## config.mk

```make
export PLATFORM = sky130hd
export DESIGN_NAME = shared_mult_arbiter
export DESIGN_NICKNAME = d
export VERILOG_FILES = /design/src/rtl/shared_mult_arbiter.sv
export SDC_FILE = /design/constraint.sdc
export NUM_CORES = 1
export LEC_CHECK = 0
export BUFFER_PORTS_ARGS = -buffer_cell sky130_fd_sc_hd__buf_2
export CORE_MARGIN = 1
export CORE_UTILIZATION = 42
export CTS_BUF_LIST = sky130_fd_sc_hd__clkbuf_4
export CTS_CLUSTER_SIZE = 10
export DETAILED_ROUTE_END_ITERATION = 7
export GPL_TIMING_DRIVEN = 0
export HOLD_SLACK_MARGIN = 0.15
export PLACE_DENSITY = 0.74
export SLEW_MARGIN = 20
export SYNTH_ARGS = -nofsm -noshare
export SYNTH_HDL_FRONTEND = slang
export SYNTH_SLANG_ARGS = --single-unit
```

## constraint.sdc

```tcl
create_clock -name clk_in -period 5.96 [get_ports clk_in]
set_input_delay 1.192 -clock clk_in [delete_from_list [all_inputs] [get_ports clk_in]]
set_output_delay 1.192 -clock clk_in [all_outputs]
set_load 0.01 [all_outputs]
```

## src/rtl/shared_mult_arbiter.sv

```systemverilog
// shared_mult_arbiter: round-robin arbiter feeding two requesters into one pipelined unsigned multiplier,
// with each product returned to its channel by tag.
module shared_mult_arbiter #(
    parameter int WIDTH       = 8,
    parameter int PIPE_STAGES = 2
) (
    input  logic               clk_in,
    input  logic               rst_in,
    input  logic               enable_in,
    input  logic               req0_valid_in,
    output logic               req0_ready_out,
    input  logic [WIDTH-1:0]   req0_a_in,
    input  logic [WIDTH-1:0]   req0_b_in,
    input  logic               req1_valid_in,
    output logic               req1_ready_out,
    input  logic [WIDTH-1:0]   req1_a_in,
    input  logic [WIDTH-1:0]   req1_b_in,
    output logic               res0_valid_out,
    output logic [2*WIDTH-1:0] res0_data_out,
    output logic               res1_valid_out,
    output logic [2*WIDTH-1:0] res1_data_out,
    output logic               busy_out
);
    logic                   r_last_grant;
    logic [PIPE_STAGES-1:0] r_v;
    logic [PIPE_STAGES-1:0] r_tag;
    logic [WIDTH-1:0]       r_a [PIPE_STAGES];
    logic [WIDTH-1:0]       r_b [PIPE_STAGES];
    logic [2*WIDTH-1:0]     r_hold0;
    logic [2*WIDTH-1:0]     r_hold1;
    logic [2*WIDTH-1:0]     w_prod;
    logic                   w_g0;
    logic                   w_g1;
    logic                   w_acc;

    always_comb begin
        w_g0   = enable_in && !rst_in && req0_valid_in && (!req1_valid_in || r_last_grant);
        w_g1   = enable_in && !rst_in && req1_valid_in && (!req0_valid_in || !r_last_grant);
        w_acc  = w_g0 || w_g1;
        w_prod = {{WIDTH{1'b0}}, r_a[PIPE_STAGES-1]} * {{WIDTH{1'b0}}, r_b[PIPE_STAGES-1]};
    end

    assign req0_ready_out = w_g0;
    assign req1_ready_out = w_g1;
    assign res0_valid_out = r_v[PIPE_STAGES-1] && !r_tag[PIPE_STAGES-1];
    assign res1_valid_out = r_v[PIPE_STAGES-1] &&  r_tag[PIPE_STAGES-1];
    // The last stage presents the product for its pulse; otherwise the held value is shown.
    assign res0_data_out  = res0_valid_out ? w_prod : r_hold0;
    assign res1_data_out  = res1_valid_out ? w_prod : r_hold1;
    assign busy_out       = |r_v;

    always_ff @(posedge clk_in or posedge rst_in) begin
        if (rst_in) begin
            r_v          <= '0;
            r_last_grant <= 1'b1;
            r_hold0      <= '0;
            r_hold1      <= '0;
        end else begin
            r_v[0]  <= w_acc;
            for (int i = 1; i < PIPE_STAGES; i++) r_v[i] <= r_v[i-1];
            if (w_acc) r_last_grant <= w_g1;
            r_hold0 <= res0_data_out;
            r_hold1 <= res1_data_out;
        end
    end

    // Operand and tag payload is qualified by r_v, so it needs no reset.
    always_ff @(posedge clk_in) begin
        r_tag[0] <= w_g1;
        r_a[0]   <= w_g1 ? req1_a_in : req0_a_in;
        r_b[0]   <= w_g1 ? req1_b_in : req0_b_in;
        for (int i = 1; i < PIPE_STAGES; i++) begin
            r_tag[i] <= r_tag[i-1];
            r_a[i]   <= r_a[i-1];
            r_b[i]   <= r_b[i-1];
        end
    end
endmodule

```

# Word level (Yosys, flattened, before mapping)
# Memories as Yosys holds them, arrays and structs flattened.
# Cells that the tools add are included.
[totals]
register_bits = 37
latchBits = 0
ramBits = 32
rom_bits = 0
input_bits = 37
out_inout_bits = 37
n_memories = 2
[op_classes]
add_sub_neg = 0
mul = 1
div_mod_pow = 0
order_cmp = 0
n_eq_ne = 0
shifts = 0
n_mux = 4
n_bitwise = 0
n_reduce_logical = 16
[mem_list]
columns = ["name", "depth", "width", "read_ports", "rd_clocked_by_memory_dff", "wr", "line_no", "text"]
rows = [
  ["r_a", 2, 8, 2, 0, 2, "27", "logic [WIDTH-1:0] r_a [PIPE_STAGES];"],
  ["r_b", 2, 8, 2, 0, 2, "28", "logic [WIDTH-1:0] r_b [PIPE_STAGES];"],
]
[ops]
columns = ["op", "n"]
rows = [
  ["two-way mux 16 bit", 2],
  ["multiplier 8 x 8 -> 16 bit", 1],
  ["two-way mux 8 bit", 2],
  ["logical AND 1 bit", 7],
  ["logical NOT 1 bit", 5],
  ["logical OR 1 bit", 3],
  ["OR reduction 2 bit", 1],
]

# Logic depth before layout (Yosys ltp)
# Gate-level depths: netlist (run 1).
[logic_depth]
ltp_word = 5
depth_mapped = 15
mapped_depth_nobuf = 15

# Worst setup path before layout (run 1)
# No wires, ideal clock.
[synth_path]
path_type = "register -> output"
startpoint = "mem r_b[1][7] (netlist: r_b[0][15])"
endpoint = "out res0_data_out[12]"
arrival_ns = 3.981
path_slack_ns = 0.787
path_stages_with_launch = 15
cell_sequence = "dfxtp_1 nand2_1 fa_1 fa_1 inv_1 fa_1 inv_1 fa_1 inv_1 ha_1 o211ai_1 o211ai_1 a31oi_1 xor2_1 o21ai_0"
[synth_rtl]
columns = ["item", "line_no", "text"]
rows = [
  ["start, declared", "28", ""],
  ["end, declared", "19", "output logic [2*WIDTH-1:0] res0_data_out,"],
]

==> impl_results.md, run 1 <==
* Max Buffers Root-to-Sink at 2
* Synthesized flop and latch total at 69
* Area growth, synth to finish at 19.54%
* Async S/R FF share, synth at 0.5072
* Drt total wl at 8.675 mm
* Port buffer count at 73
* Clk sinks at 69
* Share of cells above drive strength 1 at 0.2924
* Distinct cells, synth at 40
* Die area at 10620 um^2
* Post-Syn Area at 4289 um^2
* Clock root buffer: clkbuf_4
* DR WL/cell at roughly 13 um
* Mean area per synthesized cell at 10.29 um^2
* DRT antenna net count at 0
* FILL cells at about 910
* Die X at 103.1 um
* Num rows at 36
* Most frequent cells in the layout: 74 x buf_2, 57 x nand2_1, 51 x and2_1
* Final instance area at 5127 um^2
* Arr. time, crit path at 4.62 ns
* Most common flop cell mapped by yosys: dfxtp_1
* Chip Height at a little over 100 um
* Layout Nets at 617
* Clk_lat worst skew at 0.41 ns
* Crit Path Class: register to output port
* Clock Skew at 0.01721 ns
* CP max stage delay at 0.54 ns
* Tcrit/Tclk final at 0.9746
* Cells after Synth at 417
* Slowest-stage cell, CP: fa_1
* CP Launch Type: register
* Initial antenna violation count at 0
* Crit path required time at 4.77 ns
* Final Hold Viols at 0
* Hold Path Class: register to register
* Most common cell after layout, fill and taps aside: buf_2
* Max VDD drop at 207.2 uV
* Vias per inst at 4.834
* Tot GR Track Use at 0.1798
* Slew HR at 0.5185
* Total vias in the final route at 3123
* Max FO, Critical Path at 6
* Max cap viols at 0
* CTS tree: yes
* Setup violators final at 0
* Worst setup EP type: output port
* Pre-antenna DRT Iters at 4
* Largest net degree at the start of global routing at 36
* Leak pwr at 2.597 nW
* Hpwl dp at roughly 7 mm
* FMAX at 172.2 MHz
* Vias in the first global route at 3077
* DR iter-0 viols at 79
* Cell mode on critical path: fa_1
* EDFF count, synth at 0
* Outcome: finished, final reports clean
* Hold bufs inserted after CTS at 0
* First-pass GRT wire length at 14.44 mm
* Crit path cell chain: and2_1, fa_1, fa_1, fa_1, inv_1, fa_1, inv_1, ha_4, o211ai_1, a21oi_2, o21ai_2, or4_1, nand3_1, buf_2
* Htree depth at 3
* PnR worst setup slack at about 0.15 ns
* CTS Buf Count at 9
* GRT overflow at 0
* Clock-pin slew on the worst setup and hold paths at 0.11 ns
* Register area at 1603 um^2
* Placed inst area at between 4000 and 5000 um^2
* Post-synth net total at 526
* Combined area of the multi-input logic cells at roughly 2600 um^2
* Number of antenna diodes at 0
* Min Tclk post-route at between 5 and 6 ns
* Dpl ws at 0.4005 ns
* Starting density of the core at 0.4368
* Synth warn at 0
* Worst-Margin Slew at 0.7212 ns
* Sequential share of the synthesized area at 0.3632
* Core Box Area at 9819 um^2
* Pwr dens at around 410 nW/um^2
* DRC Markers at 0
* Boundary Pins at 74
* Routability congestion estimate at 0.8419
* Fin. max-slew vios at 0
==> state kept, by name, summed over array words and instances (netlist names) <==
| register | flops |
|---|---|
| r_a | 16 |
| r_b | 16 |
| r_hold0 | 16 |
| r_hold1 | 16 |
| r_tag | 2 |
| r_v | 2 |
| r_last_grant | 1 |
==> timing repair <==
action / CTS / global route
buffers inserted: 0 / 7
endpoints found under the setup margin: 9 / 16
pin swaps: 1 / 13
resized for setup: 7 / 36
==> critical path, delay by kind of cell (launching register included) <==
kind / cells / cell delay, ns
DFF: 1 / 0.38
and+or+nand+nor: 3 / 0.76
adders and majority gates: 5 / 2.38
buffers and inverters: 3 / 0.26
AOI/OAI and AO/OA: 3 / 0.43
==> through the flow <==
stage,cells,TNS [ns],hold WS (ns),total power (W),utilization
finish,646,0,0.3186,0.002120,0.5222
global placement,623,0,0.3112,0.001649,0.4910
CTS,639,0,0.3208,0.002005,0.5057
floorplan,417,0,0.3096,0.001378,-
detailed placement,623,0,0.3121,0.001695,0.4910
global route,646,-0.004017,0.3323,0.002323,0.5222
==> worst paths after layout <==
kind / startpoint / endpoint / slack, ns / cells after the start
worst min register to register: r_a[0][4]$_DFF_P_ / r_a[0][12]$_DFF_P_ / 0.32 / 0
worst max-delay path: r_b[0][13]$_DFF_P_ / res0_data_out[13] / 0.15 / 14
max in group asynchronous: rst_in / r_hold1[8]$_DFF_PP0_ / 4.60 / 2
min in group asynchronous: rst_in / r_v[0]$_DFF_PP0_ / 0.89 / 2
worst max register to register: r_b[0][13]$_DFF_P_ / r_hold0[13]$_DFF_PP0_ / 1.84 / 13
worst min-delay path: r_a[0][4]$_DFF_P_ / r_a[0][12]$_DFF_P_ / 0.32 / 0
==> synth_stat cells (all sizes together) (3+ instances only) <==
library cell	count	area share
buf	4	0.0055
dfxtp	34	0.16
inv	50	0.044
fa	36	0.17
nor2	3	0.0026
ha	36	0.11
a21oi	12	0.018
a21o	3	0.0053
xor2	9	0.018
clkbuf	4	0.0035
nand4	5	0.0073
nand2b	3	0.0044
and2	51	0.074
dfrtp	34	0.20
nand2	59	0.052
mux2	19	0.050
o21ai	26	0.031
o211ai	3	0.0053
==> layout make-up <==
cell class                      instances  area share
Clock buffer                           11     0.01611
Buffer                                  8    0.007565
Inverter                               50     0.03660
Sequential cell                        69      0.3126
Tap cell                              133     0.03245
Timing Repair Buffer                   80     0.08150
Multi-Input combinational cell        290      0.5032
Clock inverter                          5     0.01000
==> routing by layer <==
metal  wire (um)  GRT usage  vias up  share of wire
li1            -          -     1535              -
met1        3995     0.2231     1489           0.46
met2        4165     0.3138       90           0.48
met3         383    0.03729        9          0.044
met4         130    0.05634        0          0.015
met5           0          0        -              0
==> where the power goes <==
| group | switching (W) | internal [W] |
|---|---|---|
| clock | 0.000161 | 0.000135 |
| sequential | 0.0000446 | 0.000574 |
| combinational | 0.000694 | 0.000512 |
| total | 0.000900 | 0.00122 |
==> cell families (layout without fill, tap and decap cells) <==
group / after synthesis / in the layout / synth area share
xor gates and xnor gates: 11 / 11 / 0.02246
and+or+nand+nor: 132 / 132 / 0.1564
adders and majority gates: 72 / 72 / 0.2730
muxes: 21 / 21 / 0.05455
AOI/OAI and AO/OA: 54 / 54 / 0.07760
buffers and inverters: 58 / 154 / 0.05280
DFF: 69 / 69 / 0.3632
No activity file was read; power rests on OpenSTA's default activity.
==> run 2, diff against run 1 <==
Settings changed: SLEW_MARGIN 20 to unset.
Clock period 5.96 ns to 6.57 ns, I/O delays scaled along.
==> run 2 against run 1 <==
Against the previous run: sequential power decreased by 9.2%; count of clock-buffer cells in the layout unchanged; register-to-register slack improved by 0.35 ns; worst setup slack improved by 0.25 ns; core utilization decreased by 1.8 points; worst hold slack improved by 0.0083 ns; die area unchanged; sequential cell count unchanged; combinational power decreased by 20%; final cell count decreased by 1.1%; largest power group unchanged; highest routed layer unchanged.
==> impl_results.md, run 2 (synthesis results as in run 1) <==
* Outcome: finished, final reports clean
* Min Tclk post-route at 6.168 ns
* Clock root buffer: clkbuf_4
* Num rows at 36
* Total vias in the final route at approximately 3100
* PostCTS Resize Cnt at 0
* Drt total wl at 8.475 mm
* Most frequent cells in the layout: 74 x buf_2, 59 x nand2_1, 51 x and2_1
* Tcrit/Tclk final at 0.9388
* CP Launch Type: register
* Initial antenna violation count at 0
* Share of cells above drive strength 1 at 0.2352
* RSZ-0062 raised after global routing: no
* Arr. time, crit path at 4.85 ns
* Hold bufs inserted after CTS at 0
* Worst r2r dst: r_hold0[14]$_DFF_PP0_
* Clock Skew at 0.01463 ns
* CTS tree: yes
* Critical path startpoint: r_b[0][15]$_DFF_P_
* DR WL/cell at 13.26 um
* Boundary Pins at 74
* Non-filler cells, final at 639
* Htree depth at 3
* Largest net degree at the start of global routing at 36
* Die area at 10620 um^2
* Worst r2r path cells at 14
* Fin. max-slew vios at 0
* Setup_tns at 0 ns
* Slew HR at 0.5267
* Worst R2R Start: r_b[0][15]$_DFF_P_
* Number of antenna diodes at 0
* Placed inst area at 4821 um^2
* Setup violators final at 0
* PnR worst setup slack at 0.4018 ns
* DR iter-0 viols at roughly 80
* Vias in the first global route at 3063
* Max cap viols at 0
* Worst setup EP type: output port
* Dpl ws at 0.8885 ns
* CTS Buf Count at 9
* R2r setup slk at 2.19 ns
* Final Hold Viols at 0
* Core Box Area at 9819 um^2
* Clk sinks at 69
* Worst-Margin Slew at 0.7089 ns
* GRT overflow at 0
* Routability congestion estimate at roughly 0.84
* Max VDD drop at between 150 and 200 uV
* DRC Markers at 0
* Die X at roughly 100 um
* Clock-pin slew on the worst setup and hold paths at 0.10 ns
* First-pass GRT wire length at 14.39 mm
* Worst setup path end: res0_data_out[10]
* Leak pwr at approximately 2.6 nW
* Crit path required time at 5.26 ns
* Hpwl dp at 6.812 mm
* Most common cell after layout, fill and taps aside: buf_2
* Port buffer count at 73
* Pre-antenna DRT Iters at 4
* Final instance area at between 4000 and 5000 um^2
* Area growth, synth to finish at 15.52%
* Max Buffers Root-to-Sink at 2
* Layout Nets at 610
* DRT antenna net count at 0
* FMAX at about 160 MHz
* Max FO, Critical Path at 8
* FILL cells at 930
* Worst hold slack at between 0.3 and 0.4 ns
* Vias per inst at 4.814
* Pwr dens at 362.4 nW/um^2
* Starting density of the core at 0.4368
* Hold Path Class: register to register
* Chip Height at 103.1 um
* Clk_lat worst skew at 0.40 ns
* Tot GR Track Use at 0.1794
* Crit Path Class: register to output port
* Setup Buffers After CTS at 0
* DP Cell Count at 623
[run 2: critical path, cell delays in order (launching register included)]
cell and delay [ns]:
dfxtp_1 0.50, nand2_1 0.13, fa_1 0.52, fa_1 0.54
inv_1 0.05, fa_1 0.52, inv_1 0.06, fa_1 0.53
inv_1 0.04, ha_1 0.34, o211ai_1 0.13, o211ai_1 0.33
nand2_1 0.14, xor2_1 0.19, o21ai_0 0.27, buf_2 0.19
[run 2: worst min-delay path by stage]
stage,from,end,slack (ns),depth (start not counted)
global route,r_a[0][1]$_DFF_P_,r_a[0][9]$_DFF_P_,0.34,0
CTS,r_a[0][4]$_DFF_P_,r_a[0][12]$_DFF_P_,0.32,0
finish,r_a[0][4]$_DFF_P_,r_a[0][12]$_DFF_P_,0.33,0
floorplan,r_a[0][2]$_DFF_P_,r_a[0][10]$_DFF_P_,0.31,0
global placement,r_b[0][6]$_DFF_P_,r_b[0][14]$_DFF_P_,0.31,0
detailed placement,r_b[0][5]$_DFF_P_,r_b[0][13]$_DFF_P_,0.31,0
[run 2: cell type report]
type	instances	area, um^2	area share
clock inverter	5	51.30	0.01035
buffer	8	38.79	0.007828
tap	133	166.4	0.03359
sequential	69	1558	0.3144
timing repair buffer	73	365.4	0.07374
inverter	50	187.7	0.03788
clock buffer	11	82.58	0.01667
multi-input combinational	290	2505	0.5056
[run 2: per-stage QoR]
step	util	power (W)
floorplan	-	0.001250
global placement	0.4910	0.001496
detailed placement	0.4910	0.001537
CTS	0.5046	0.001813
global route	0.5046	0.001976
finish	0.5046	0.001796
[run 2: per-layer routing]
metal  GRT usage  routed length [um]
met3     0.03729                 343
met2      0.3128                4131
met1      0.2227                3940
met4     0.05634                  60
met5           0                   0
[run 2: power by group]
part | total [W] | internal [W] | leakage (nW) | switching, W
clock | 0.000264 | 0.000122 | 0.0743 | 0.000142
sequential | 0.000562 | 0.000521 | 0.734 | 0.0000408
combinational | 0.000970 | 0.000389 | 1.75 | 0.000581
total | 0.00180 | 0.00103 | 2.56 | 0.000764
==> run 3, diff against run 2 <==
Settings changed: PLACE_DENSITY 0.74 to 0.76.
Clock period 6.57 ns to 5.6 ns, I/O delays scaled along.
==> run 3 against run 2 <==
Against the previous run: the flow now finishes with violations (negative setup slack); core utilization increased by 6.9 points; highest routed layer unchanged; largest cell class unchanged; via count rose by 11%; clock skew grew 0.00084 ns; critical endpoint is now r_hold1[14]$_DFF_PP0_; final cell count rose by 6.6%; sequential cell count unchanged; global-route usage increased by 2.9 points.
==> impl_results.md, run 3 (synthesis results as in run 1) <==
* FMAX at 175.4 MHz
* Worst R2R Start: r_b[0][10]$_DFF_P_
* Clk_lat worst skew at between 0.4 and 0.5 ns
* DP Cell Count at a little over 600
* Starting density of the core at 0.4368
* Hold Path Class: register to register
* GRT overflow at 0
* DR iter-0 viols at 106
* Total vias in the final route at 3428
* Failing checks: negative setup slack
* Num rows at 36
* CTS tree: yes
* Clock-pin slew on the worst setup and hold paths at roughly 0.11 ns
* Met1 usage at 0.2285
* CTS Buf Count at 9
* Initial antenna violation count at 0
* GR Layer Usage met2 at 0.3903
* RSZ-0062 raised after global routing: yes
* Worst setup EP type: register
* GR peak layer: met2
* Hold bufs inserted after CTS at 0
* Most common cell after layout, fill and taps aside: buf_2
* Cell mode on critical path: buf_4
* Max cap viols at 0
* Tot GR Track Use at 0.2085
* CP Launch Type: register
* Vias in the first global route at 3600
* Crit path required time at 5.93 ns
* Worst r2r path cells at 27
* Min Tclk post-route at 5.703 ns
* Vias per inst at 5.034
* Hpwl dp at 7.075 mm
* Pwr dens at 506.4 nW/um^2
* Die X at a little over 100 um
* Core Box Area at 9819 um^2
* Number of antenna diodes at 0
* Final instance area at 5635 um^2
* Routability congestion estimate at slightly above 0.8
* Leak pwr at about 2.8 nW
* Pre-antenna DRT Iters at 4
* PnR worst setup slack at -0.1026 ns
* Tcrit/Tclk final at 1.018
* Final Hold Viols at 0
* Chip Height at between 100 and 150 um
* Largest net degree at the start of global routing at 36
* Clock Skew at 0.01547 ns
* Arr. time, crit path at 6.04 ns
* Area growth, synth to finish at 31.39%
* M3 GR Usage at 0.04339
* Port buffer count at 73
* Clock root buffer: clkbuf_4
* Setup violators final at 7
* Die area at between 10000 and 15000 um^2
* Worst-Margin Slew at slightly above 0.6 ns
* Htree depth at 3
* Clk sinks at 69
* Max FO, Critical Path at 6
* R2r setup slk at -0.10 ns
* Max Buffers Root-to-Sink at 2
* Worst r2r dst: r_hold1[14]$_DFF_PP0_
* Most frequent cells in the layout: 73 x buf_2, 57 x nand2_1, 45 x inv_1
* First-pass GRT wire length at around 17 mm
* Non-filler cells, final at 681
* DRC Markers at 0
* Slew HR at 0.5912
* Slowest-stage cell, CP: fa_1
* Drt total wl at between 10 and 15 mm
* Fin. max-slew vios at 0
* Worst setup path end: r_hold1[14]$_DFF_PP0_
* Outcome: finished, violations left
* Crit Path Class: register to register
* Placed inst area at 4821 um^2
* Critical path startpoint: r_b[0][10]$_DFF_P_
* Boundary Pins at between 70 and 80
* Max VDD drop at between 200 and 300 uV
* Layout Nets at 652
* CP max stage delay at 0.56 ns
* DR WL/cell at 15.27 um
* Share of cells above drive strength 1 at 0.3996
* DRT antenna net count at 0
run 3: changes by cell type in the layout (fill, tap and decap cells not counted), moves of 8 or more:
cell,delta
o21ai_0,-14
dfxtp_4,+10
buf_4,+39
and2_1,-8
and2_4,+8
dfxtp_1,-14
run 3: per-layer routing:
| layer | vias up | wire length [um] |
|---|---|---|
| li1 | 1611 | - |
| met1 | 1673 | 4195 |
| met2 | 117 | 5447 |
| met3 | 27 | 453 |
| met4 | 0 | 299 |
| met5 | - | 0 |
run 3: per-stage QoR:
step | total power (W) | setup slack (ns) | TNS (ns) | util | hold slack (ns)
floorplan | 0.001467 | 0.4993 | 0 | - | 0.3096
global placement | 0.001756 | 0.1637 | 0 | 0.4910 | 0.3112
detailed placement | 0.001805 | 0.1054 | 0 | 0.4910 | 0.3121
CTS | 0.002558 | -0.005179 | -0.005179 | 0.5548 | 0.3195
global route | 0.003054 | -0.3049 | -2.643 | 0.5739 | 0.3316
finish | 0.002854 | -0.1026 | -0.5129 | 0.5739 | 0.3286
run 3: worst max-delay path: cells and delay by family, from the launching register on:
| family | cells | cell delay [ns] |
|---|---|---|
| AND/OR/NAND/NOR | 2 | 0.26 |
| XOR/XNOR | 1 | 0.27 |
| buffers and inverters | 16 | 1.87 |
| flip-flops | 1 | 0.38 |
| AO/OA/AOI/OAI | 3 | 0.62 |
| adder cells (fa/ha/maj) | 5 | 2.25 |
run 3: worst min path at each step:
stage,from,to,slack (ns),cells after the start
after global placement,r_b[0][5]$_DFF_P_,r_b[0][13]$_DFF_P_,0.31,0
after CTS,r_a[0][2]$_DFF_P_,r_a[0][10]$_DFF_P_,0.32,0
after global routing,r_a[0][2]$_DFF_P_,r_a[0][10]$_DFF_P_,0.33,0
after floorplan,r_a[0][2]$_DFF_P_,r_a[0][10]$_DFF_P_,0.31,0
after detailed placement,r_a[0][7]$_DFF_P_,r_a[0][15]$_DFF_P_,0.31,0
final,r_a[0][2]$_DFF_P_,r_a[0][10]$_DFF_P_,0.33,0
run 3: final cells by class:
| cell class | instances | area [um^2] |
|---|---|---|
| inverters | 50 | 187.7 |
| well taps | 133 | 166.4 |
| clock inverters | 6 | 111.4 |
| fillers | 841 | 4184 |
| flip-flops and latches | 69 | 1600 |
| plain buffers | 8 | 38.79 |
| clock buffers | 10 | 75.07 |
| repair buffers | 115 | 706.9 |
| multi-input cells | 290 | 2749 |
run 3: repair_timing:
item,4_1_cts,5_1_grt
gates cloned,0,0
gates resized for setup,62,27
pin swaps,29,16
setup endpoints to repair,16,17
setup buffers,34,7
run 3: where the power goes:
part	total, W	leakage, nW	switching [W]	internal, W
clock network	0.000410	0.0966	0.000179	0.000231
logic	0.00178	2.01	0.000963	0.000822
registers	0.000659	0.737	0.0000482	0.000611
